==> src/rtl/sm83_pkg.sv <==
// sm83_pkg: shared types and constants for the SM83 core slice.
//   fetch_state_t : fetch-stage sequencer states
//   tstate_t      : T-state index within an M-cycle (T1..T4)
//   CB_PREFIX     : prefix opcode that introduces the second opcode page
//   is_fetch_state: true for states that drive a bus read M-cycle
package sm83_pkg;

    localparam logic [7:0] CB_PREFIX = 8'hCB;

    typedef logic [1:0] tstate_t;

    localparam tstate_t T1 = 2'd0;
    localparam tstate_t T2 = 2'd1;
    localparam tstate_t T3 = 2'd2;
    localparam tstate_t T4 = 2'd3;

    typedef enum logic [2:0] {
        S_OPC    = 3'd0,
        S_CB     = 3'd1,
        S_DEC    = 3'd2,
        S_IMM_LO = 3'd3,
        S_IMM_HI = 3'd4,
        S_HALT   = 3'd5
    } fetch_state_t;

    function automatic logic is_fetch_state(input fetch_state_t s);
        return (s == S_OPC) || (s == S_CB) || (s == S_IMM_LO) || (s == S_IMM_HI);
    endfunction

endpackage

==> src/rtl/sm83_tstate_ctr.sv <==
// sm83_tstate_ctr: T-state sequencer, one T-state per clk, wrapping T4 -> T1.
// Ports:
//   clk    in   core clock
//   rst    in   synchronous active-high reset (returns to T1)
//   stall  in   hold at T3 while asserted (ignored in other T-states)
//   tstate out  current T-state, 0=T1 .. 3=T4
//   is_t3  out  tstate == T3
//   is_t4  out  tstate == T4
module sm83_tstate_ctr
    import sm83_pkg::*;
(
    input  logic       clk,
    input  logic       rst,
    input  logic       stall,
    output logic [1:0] tstate,
    output logic       is_t3,
    output logic       is_t4
);

    always_ff @(posedge clk) begin
        if (rst) begin
            tstate <= T1;
        end else if (!(stall && (tstate == T3))) begin
            tstate <= tstate + 2'd1;
        end
    end

    assign is_t3 = (tstate == T3);
    assign is_t4 = (tstate == T4);

endmodule

==> src/rtl/sm83_fetch.sv <==
// sm83_fetch: SM83 instruction fetch stage.
// Reads opcode, CB-prefixed opcode and immediate bytes in 4-T-state M-cycles,
// owns the PC and hands IR bytes to the decoder over a valid/ready handshake.
// Ports:
//   clk, rst           core clock, synchronous active-high reset
//   mem_addr/mem_rd    bus address (= pc) and read strobe (T1..T3 of fetch M-cycles)
//   mem_rdata          read data, captured on the final T3 clk
//   mem_wait           stretches T3 while a read is in progress
//   pc_out             current program counter
//   pc_load/_val       redirect request and target, applied at the next T4
//   ir_valid/ir_ready  IR handshake, ready sampled at T4 only
//   ir_opcode/ir_cb    opcode byte and CB-prefix flag
//   imm_cnt            immediate byte count (0..2, 3 acts as 2), sampled with ir_ready
//   imm_out/imm_valid  assembled immediate {hi,lo} and its one-clk completion pulse
//   halt               park in S_HALT after the current instruction
//   tstate             current T-state
module sm83_fetch
    import sm83_pkg::*;
#(
    parameter logic [15:0] RESET_PC  = 16'h0000,
    parameter logic [7:0]  CB_OPCODE = CB_PREFIX
) (
    input  logic        clk,
    input  logic        rst,
    output logic [15:0] mem_addr,
    output logic        mem_rd,
    input  logic [7:0]  mem_rdata,
    input  logic        mem_wait,
    output logic [15:0] pc_out,
    input  logic        pc_load,
    input  logic [15:0] pc_load_val,
    output logic        ir_valid,
    input  logic        ir_ready,
    output logic [7:0]  ir_opcode,
    output logic        ir_cb,
    input  logic [1:0]  imm_cnt,
    output logic [15:0] imm_out,
    output logic        imm_valid,
    input  logic        halt,
    output logic [1:0]  tstate
);

    fetch_state_t state;
    fetch_state_t done_state;
    logic [15:0]  pc;
    logic [15:0]  redir_target;
    logic         redir_pending;
    logic         redir_now;
    logic [15:0]  redir_dest;
    logic [7:0]   data_lat;
    logic         imm_two;
    logic         fetching;
    logic         stall;
    logic         is_t3;
    logic         is_t4;

    assign fetching = is_fetch_state(state);
    // rst gates the strobe so the bus is quiet for as long as reset is held
    assign mem_rd   = fetching && !is_t4 && !rst;
    assign mem_addr = pc;
    assign pc_out   = pc;
    assign stall    = mem_rd && mem_wait;

    // a request arriving on the T4 clk itself is applied on that same edge
    assign redir_now  = pc_load || redir_pending;
    assign redir_dest = pc_load ? pc_load_val : redir_target;
    assign done_state = halt ? S_HALT : S_OPC;

    sm83_tstate_ctr u_tctr (
        .clk    (clk),
        .rst    (rst),
        .stall  (stall),
        .tstate (tstate),
        .is_t3  (is_t3),
        .is_t4  (is_t4)
    );

    always_ff @(posedge clk) begin
        if (rst) begin
            state         <= S_OPC;
            pc            <= RESET_PC;
            redir_target  <= '0;
            redir_pending <= 1'b0;
            data_lat      <= '0;
            imm_two       <= 1'b0;
            ir_valid      <= 1'b0;
            ir_opcode     <= '0;
            ir_cb         <= 1'b0;
            imm_out       <= '0;
            imm_valid     <= 1'b0;
        end else begin
            imm_valid <= 1'b0;

            // only the last T3 clk (no wait) delivers the byte
            if (mem_rd && is_t3 && !mem_wait) begin
                data_lat <= mem_rdata;
            end

            if (pc_load) begin
                redir_pending <= 1'b1;
                redir_target  <= pc_load_val;
            end

            if (is_t4) begin
                if (redir_now) begin
                    // overrides the pending-set above when both happen on T4
                    redir_pending <= 1'b0;
                    pc            <= redir_dest;
                    ir_valid      <= 1'b0;
                    state         <= (state == S_HALT && halt) ? S_HALT : S_OPC;
                end else begin
                    if (fetching) begin
                        pc <= pc + 16'd1;
                    end
                    case (state)
                        S_OPC: begin
                            if (data_lat == CB_OPCODE) begin
                                state <= S_CB;
                            end else begin
                                ir_opcode <= data_lat;
                                ir_cb     <= 1'b0;
                                ir_valid  <= 1'b1;
                                state     <= S_DEC;
                            end
                        end
                        S_CB: begin
                            ir_opcode <= data_lat;
                            ir_cb     <= 1'b1;
                            ir_valid  <= 1'b1;
                            state     <= S_DEC;
                        end
                        S_DEC: begin
                            if (ir_ready) begin
                                ir_valid <= 1'b0;
                                if (imm_cnt != 2'd0) begin
                                    imm_two <= imm_cnt[1];
                                    state   <= S_IMM_LO;
                                end else begin
                                    state <= done_state;
                                end
                            end
                        end
                        S_IMM_LO: begin
                            imm_out <= {8'h00, data_lat};
                            if (imm_two) begin
                                state <= S_IMM_HI;
                            end else begin
                                imm_valid <= 1'b1;
                                state     <= done_state;
                            end
                        end
                        S_IMM_HI: begin
                            imm_out[15:8] <= data_lat;
                            imm_valid     <= 1'b1;
                            state         <= done_state;
                        end
                        S_HALT: begin
                            if (!halt) begin
                                state <= S_OPC;
                            end
                        end
                        default: state <= S_OPC;
                    endcase
                end
            end
        end
    end

endmodule

==> config.mk <==
export PLATFORM = sky130hd
export DESIGN_NAME = sm83_fetch
export DESIGN_NICKNAME = d
export VERILOG_FILES = /design/src/rtl/sm83_pkg.sv /design/src/rtl/sm83_tstate_ctr.sv /design/src/rtl/sm83_fetch.sv
export SDC_FILE = /design/constraint.sdc
export NUM_CORES = 1
export LEC_CHECK = 0
export ABC_AREA = 0
export ABC_CLOCK_PERIOD_IN_PS = 3900
export BUFFER_PORTS_ARGS = -buffer_cell sky130_fd_sc_hd__buf_2
export CAP_MARGIN = 20
export CORE_ASPECT_RATIO = 1.25
export CORE_MARGIN = 5
export CORE_UTILIZATION = 30
export CTS_BUF_LIST = sky130_fd_sc_hd__clkbuf_8 sky130_fd_sc_hd__clkbuf_16
export DETAILED_ROUTE_END_ITERATION = 12
export GPL_TIMING_DRIVEN = 0
export PLACE_DENSITY = 0.55
export SYNTH_ARGS = -nofsm -noshare
export SYNTH_HDL_FRONTEND = slang
export SYNTH_HIERARCHICAL = 1
export SYNTH_SLANG_ARGS = --single-unit
==> constraint.sdc <==
create_clock -name clk -period 3.9 [get_ports clk]
set_clock_uncertainty 0.2 [all_clocks]
set_input_delay 0.585 -clock clk [delete_from_list [all_inputs] [get_ports clk]]
set_output_delay 0.585 -clock clk [all_outputs]
set_load 0.02 [all_outputs]
# Word-level counts from Yosys, hierarchy flattened
# Cells that the tools add are included.
# word_totals
reg_bits	74
output_inout_bits	62
wordCells	83
# classes
add_sub_neg	2
n_eq_ne	12
mux	26
n_bitwise	2
n_reduce_logical	28
# ops
op	count
16-bit two-way mux	3
8-bit case mux with 2 select lines	2
3-bit two-way mux	7
3-bit case mux with 6 select lines	1
16-bit by 1-bit adder with 16-bit output, second input constant	1
3-bit != test, second input constant	3
3-bit AND reduction	3
8-bit == test, second input constant	1
1-bit two-way mux	8
8-bit two-way mux	1
4-bit AND reduction	2
2-bit nonzero test	4
1-bit logical AND	7
3-bit by 2-bit == test with 1-bit output, second input constant	2
3-bit == test, second input constant	2
5-bit AND reduction	1
2-bit == test, second input constant	2
1-bit logical OR	4
1-bit case mux with 2 select lines	2
4-bit nonzero test	1
3-bit by 1-bit == test with 1-bit output, second input constant	1
1-bit logical NOT	3
3-bit logical NOT	1
1-bit case mux with 3 select lines	1
6 further kinds	7

# Depth between registers and ports, before layout
# logic_depth
word_depth	8
ltp_mapped	7
mapped_depth_nobuf	5

# Hierarchy
# Netlist, hierarchy kept.
# modules_own_cells
mod	n_inst	cells_each	area_each_um2	seq_area_each_um2
sm83_fetch	1	410	3580.9	1441.4
sm83_tstate_ctr	1	11	107.6	40.0

# Least setup slack after synthesis
# OpenSTA, ideal clock, no wires.
# synth_timing
path_kind	register to register
startpoint	register pc[0], in the netlist mem_addr[0]
endpoint	register pc[12], in the netlist mem_addr[12]
setup_ps	122
arrival_time_ps	1942
required_ps	3578
path_slack_ps	1636
path_stages_with_launch	6
path_buffers	0
cell_sequence	dfxtp_1 > ha_1 > nand4_1 > or4_4 > a32o_1 > a311o_1
# synth_via
elab_chain_cells	3
# synth_lines
item	line	source
start, declared	sm83_fetch.sv:45	logic [15:0] pc;
start signal, assigned	sm83_fetch.sv:108	pc <= redir_dest;
start signal, assigned	sm83_fetch.sv:113	pc <= pc + 16'd1;
16-bit by 1-bit adder with 16-bit output	sm83_fetch.sv:113	
16-bit two-way mux	sm83_fetch.sv:112	if (fetching) begin
16-bit two-way mux	sm83_fetch.sv:105	if (redir_now) begin
# Every way passes these cells. The select of a mux whose other input is x is not followed.
# A chain may end at the register's enable or synchronous reset.

# Worst setup path in the final report
# layout_timing
startpoint	register u_tctr.tstate[0]
endpoint	output mem_rd
# layout_via
elab_chain_cells	4
# layout_lines
item	line	source
start, declared	sm83_tstate_ctr.sv:15	output logic [1:0] tstate,
start signal, assigned	sm83_tstate_ctr.sv:24	tstate <= tstate + 2'd1;
2-bit == test	sm83_tstate_ctr.sv:29	assign is_t4 = (tstate == T4);
via is_t4	sm83_fetch.sv:55	logic is_t4;
1-bit logical NOT	sm83_fetch.sv:59	assign mem_rd = fetching && !is_t4 && !rst;
1-bit logical AND (2 in a row)	sm83_fetch.sv:59	
end, declared	sm83_fetch.sv:26	output logic mem_rd,
# The timed path passes the listed nets, and every way through them passes these cells.

==> results.toml <==
[grt]
met1_usage_pct = 20.0
overflow = 0
grt_max_degree = 12
grt.total_usage_pct = 15.5
top_usage_layer = "met2"
met3_usage_pct = 4.00
grt_pass1_wl_um = 17800
antenna_found_initial = 0
met2_usage_pct = 24.8
grt_pass1_vias = 3468

[power]
seqPwrFrac_pct = 43.6
p_leak_nw = 2.01
intPower_w = 0.00138
power_frac_comb_pct = 11.8
power_switching_w = 0.000450
p_sw_share_pct = 24.6
power.density_mw_per_mm2 = 394
power_frac_clock_pct = 44.6
ir_drop_mv = 0.229

[worst_setup_path]
critPathArrivalTime_ns = 1.65
worst_setup_path_end_kind = "output port"
cp.required_ns = 3.12
worst-path-buf-inv = 2
critical_path_class = "register to output port"
path_max_fanout = 10
startpoint_type = "register"
critical_path.max_stage_delay_ns = 0.40
path_cells = "ha_1 -> clkbuf_8 -> nor2_1 -> and2_1 -> buf_2"
path_delay_family = "flip-flops"
critical_path.slowest_cell = "dfxtp_1"

[synth]
syn-num-nets = 456
synth_area_leader_cell = "dfxtp_1"
ys_types = 64
netlist_instances = 421
synth-main-ff-cell = "dfxtp_1"
synth_area_leaders = "dfxtp_1 40%, mux2i_1 8.7%, nor2_1 5.6%"
synth_seq_cells = 74
yosysSeqAreaShare_pct = 40.2
async_flop_share_pct = 0
syn_area_mm2 = 0.00369
syn_avg_cell_area_um2 = 8.76
synth-edff-count = 0
synth_top_area_share_pct = 40.2
synth_warnings = 6

[route]
finalWirelength_um = 11000
drc = 0
firstDrtPassIters = 4
via_count = 3497
drtAntennaViolNets = 0
wl_per_cell_um = 15.9
dr.first_iter.drc_count = 231
routed_via_density = 5.06

[clock_tree]
ctsHoldBuffers = 0
cts_max_level = 3
clk_pin_slew_ns = 0.06
clock_sinks = 74
ctsResizeCount = 0
cts-root-buf = "clkbuf_16"
clk_latency_ns = 0.33
cts_tree = "yes"
post_cts_buffers = 0
clockBufferDepth = 2
cts_buffers = 9

[floorplanning]
die_w_um = 109
start_util_pct = 30.5
coreArea_mm2 = 0.0121
fp.dieH_um = 134
die-area_mm2 = 0.0146
pin_count = 94
std_cell_rows = 45

[final_layout]
mostFrequentLayoutCell = "buf_2"
area_growth_pct = 26.0
final_cells = 691
n_fill_cell = 1251
nets = 559
layout_common_cells = "98 x buf_2, 74 x dfxtp_1, 55 x nor2_1"
drive_above_1_share_pct = 28.7
antenna_cells = 0

[timing]
finalSetupViolations = 0
period_share_pct = 62.5
final_max_slew_viol_count = 0
timing.fmax_ghz = 0.410
tns_ns = 0
tightest_slew_ns = 0.644
hold_viol_final = 0
relSlewSlack_pct = 56.9
min_period_ns = 2.44
rsz0062_at_grt = "no"

[place]
place_inst = 677
gp_congestion = 0.889
io_buffers = 92
dp_hpwl_um = 8210

[min_path]
hold_class = "register to register"

[job]
drv_cap = 0

[status]
status = "finished clean"
[through the flow]
stage / power (W) / cell area (um^2) / util [%] / setup WS [ns] / hold WS (ns)
after floorplan: 0.000954 / 3690 / - / 1.64 / 0.250
after global placement: 0.00103 / 4350 / 36.0 / 1.49 / 0.239
after detailed placement: 0.00103 / 4350 / 36.0 / 1.53 / 0.246
after CTS: 0.00185 / 4650 / 38.4 / 1.46 / 0.255
after global routing: 0.00192 / 4650 / 38.4 / 1.31 / 0.286
final: 0.00183 / 4650 / 38.4 / 1.46 / 0.254
[area by class of cell]
class / count / area (um^2) / area share [%]
clock buffers: 11 / 253 / 5.44
multi-input cells: 295 / 1900 / 40.9
flip-flops and latches: 74 / 1480 / 31.9
repair buffers: 92 / 460 / 9.91
well taps: 164 / 205 / 4.42
inverters: 8 / 30.0 / 0.646
clock inverters: 3 / 40.0 / 0.862
plain buffers: 44 / 277 / 5.95
[cell usage after synthesis, drive strengths merged (2+ instances only)]
cell,count
a32oi,2
clkinv,2
and3,4
nand2,19
a21o,4
nor2b,3
a32o,3
buf,30
o31ai,11
nand4,14
and4,4
or3b,2
o21a,3
nor2,55
a31oi,3
nor3b,5
inv,6
o32ai,2
nor3,11
nor4,5
a211oi,4
o221a,2
o21ai,21
o2bb2ai,2
ha,3
a22o,3
a21oi,34
dfxtp,74
a22oi,3
clkbuf,14
nand2b,2
mux2i,32
o22ai,2
and2,4
or3,2
nand3,16
[sequential cells by signal, indices dropped and copies added (netlist names), 2 cells and up]
| name | count |
|---|---|
| imm_out | 16 |
| mem_addr | 16 |
| redir_target | 16 |
| data_lat | 8 |
| ir_opcode | 8 |
| state | 3 |
| u_tctr/tstate | 2 |
[cells by family after synthesis]
| family | count (synthesis) | share of synthesized area [%] |
|---|---|---|
| AOI/OAI and AO/OA | 106 | 19.5 |
| and+or+nand+nor | 153 | 22.0 |
| adders and majority gates | 3 | 1.02 |
| buffers and inverters | 52 | 8.31 |
| DFF | 74 | 40.2 |
| muxes | 33 | 8.99 |
[power by group through the flow]
stage | sequential, W | clock [W] | combinational, W
after CTS | 0.000799 | 0.000838 | 0.000216
after global routing | 0.000801 | 0.000881 | 0.000237
after global placement | 0.000814 | 0 | 0.000213
after floorplan | 0.000819 | 0 | 0.000135
final | 0.000799 | 0.000818 | 0.000216
after detailed placement | 0.000815 | 0 | 0.000215
[worst register-to-register path, cell delays in order (launching register included)]
cell and delay, ns:
dfxtp_1 0.52, ha_1 0.30, nand4_1 0.24, or4_4 0.49, a32o_1 0.21, a311o_1 0.31
[per-layer routing]
layer / vias to the layer above / wire length (um)
met3: 19 / 565
met4: 0 / 223
met5: - / 0
met1: 1639 / 4920
met2: 103 / 5290
li1: 1736 / -
[final timing paths]
path / startpoint / to / slack [ns] / depth (start not counted)
worst max-delay path: u_tctr/tstate[0]$_SDFFE_PP0N_ / mem_rd / 1.46 / 5
worst min-delay path: imm_out[8]$_SDFFE_PP0P_ / imm_out[8]$_SDFFE_PP0P_ / 0.25 / 2
worst max register to register: mem_addr[1]$_SDFFE_PP0P_ / mem_addr[12]$_SDFFE_PP0P_ / 1.54 / 5
worst min register to register: imm_out[8]$_SDFFE_PP0P_ / imm_out[8]$_SDFFE_PP0P_ / 0.25 / 2
Power figures use the tool's default switching activity.
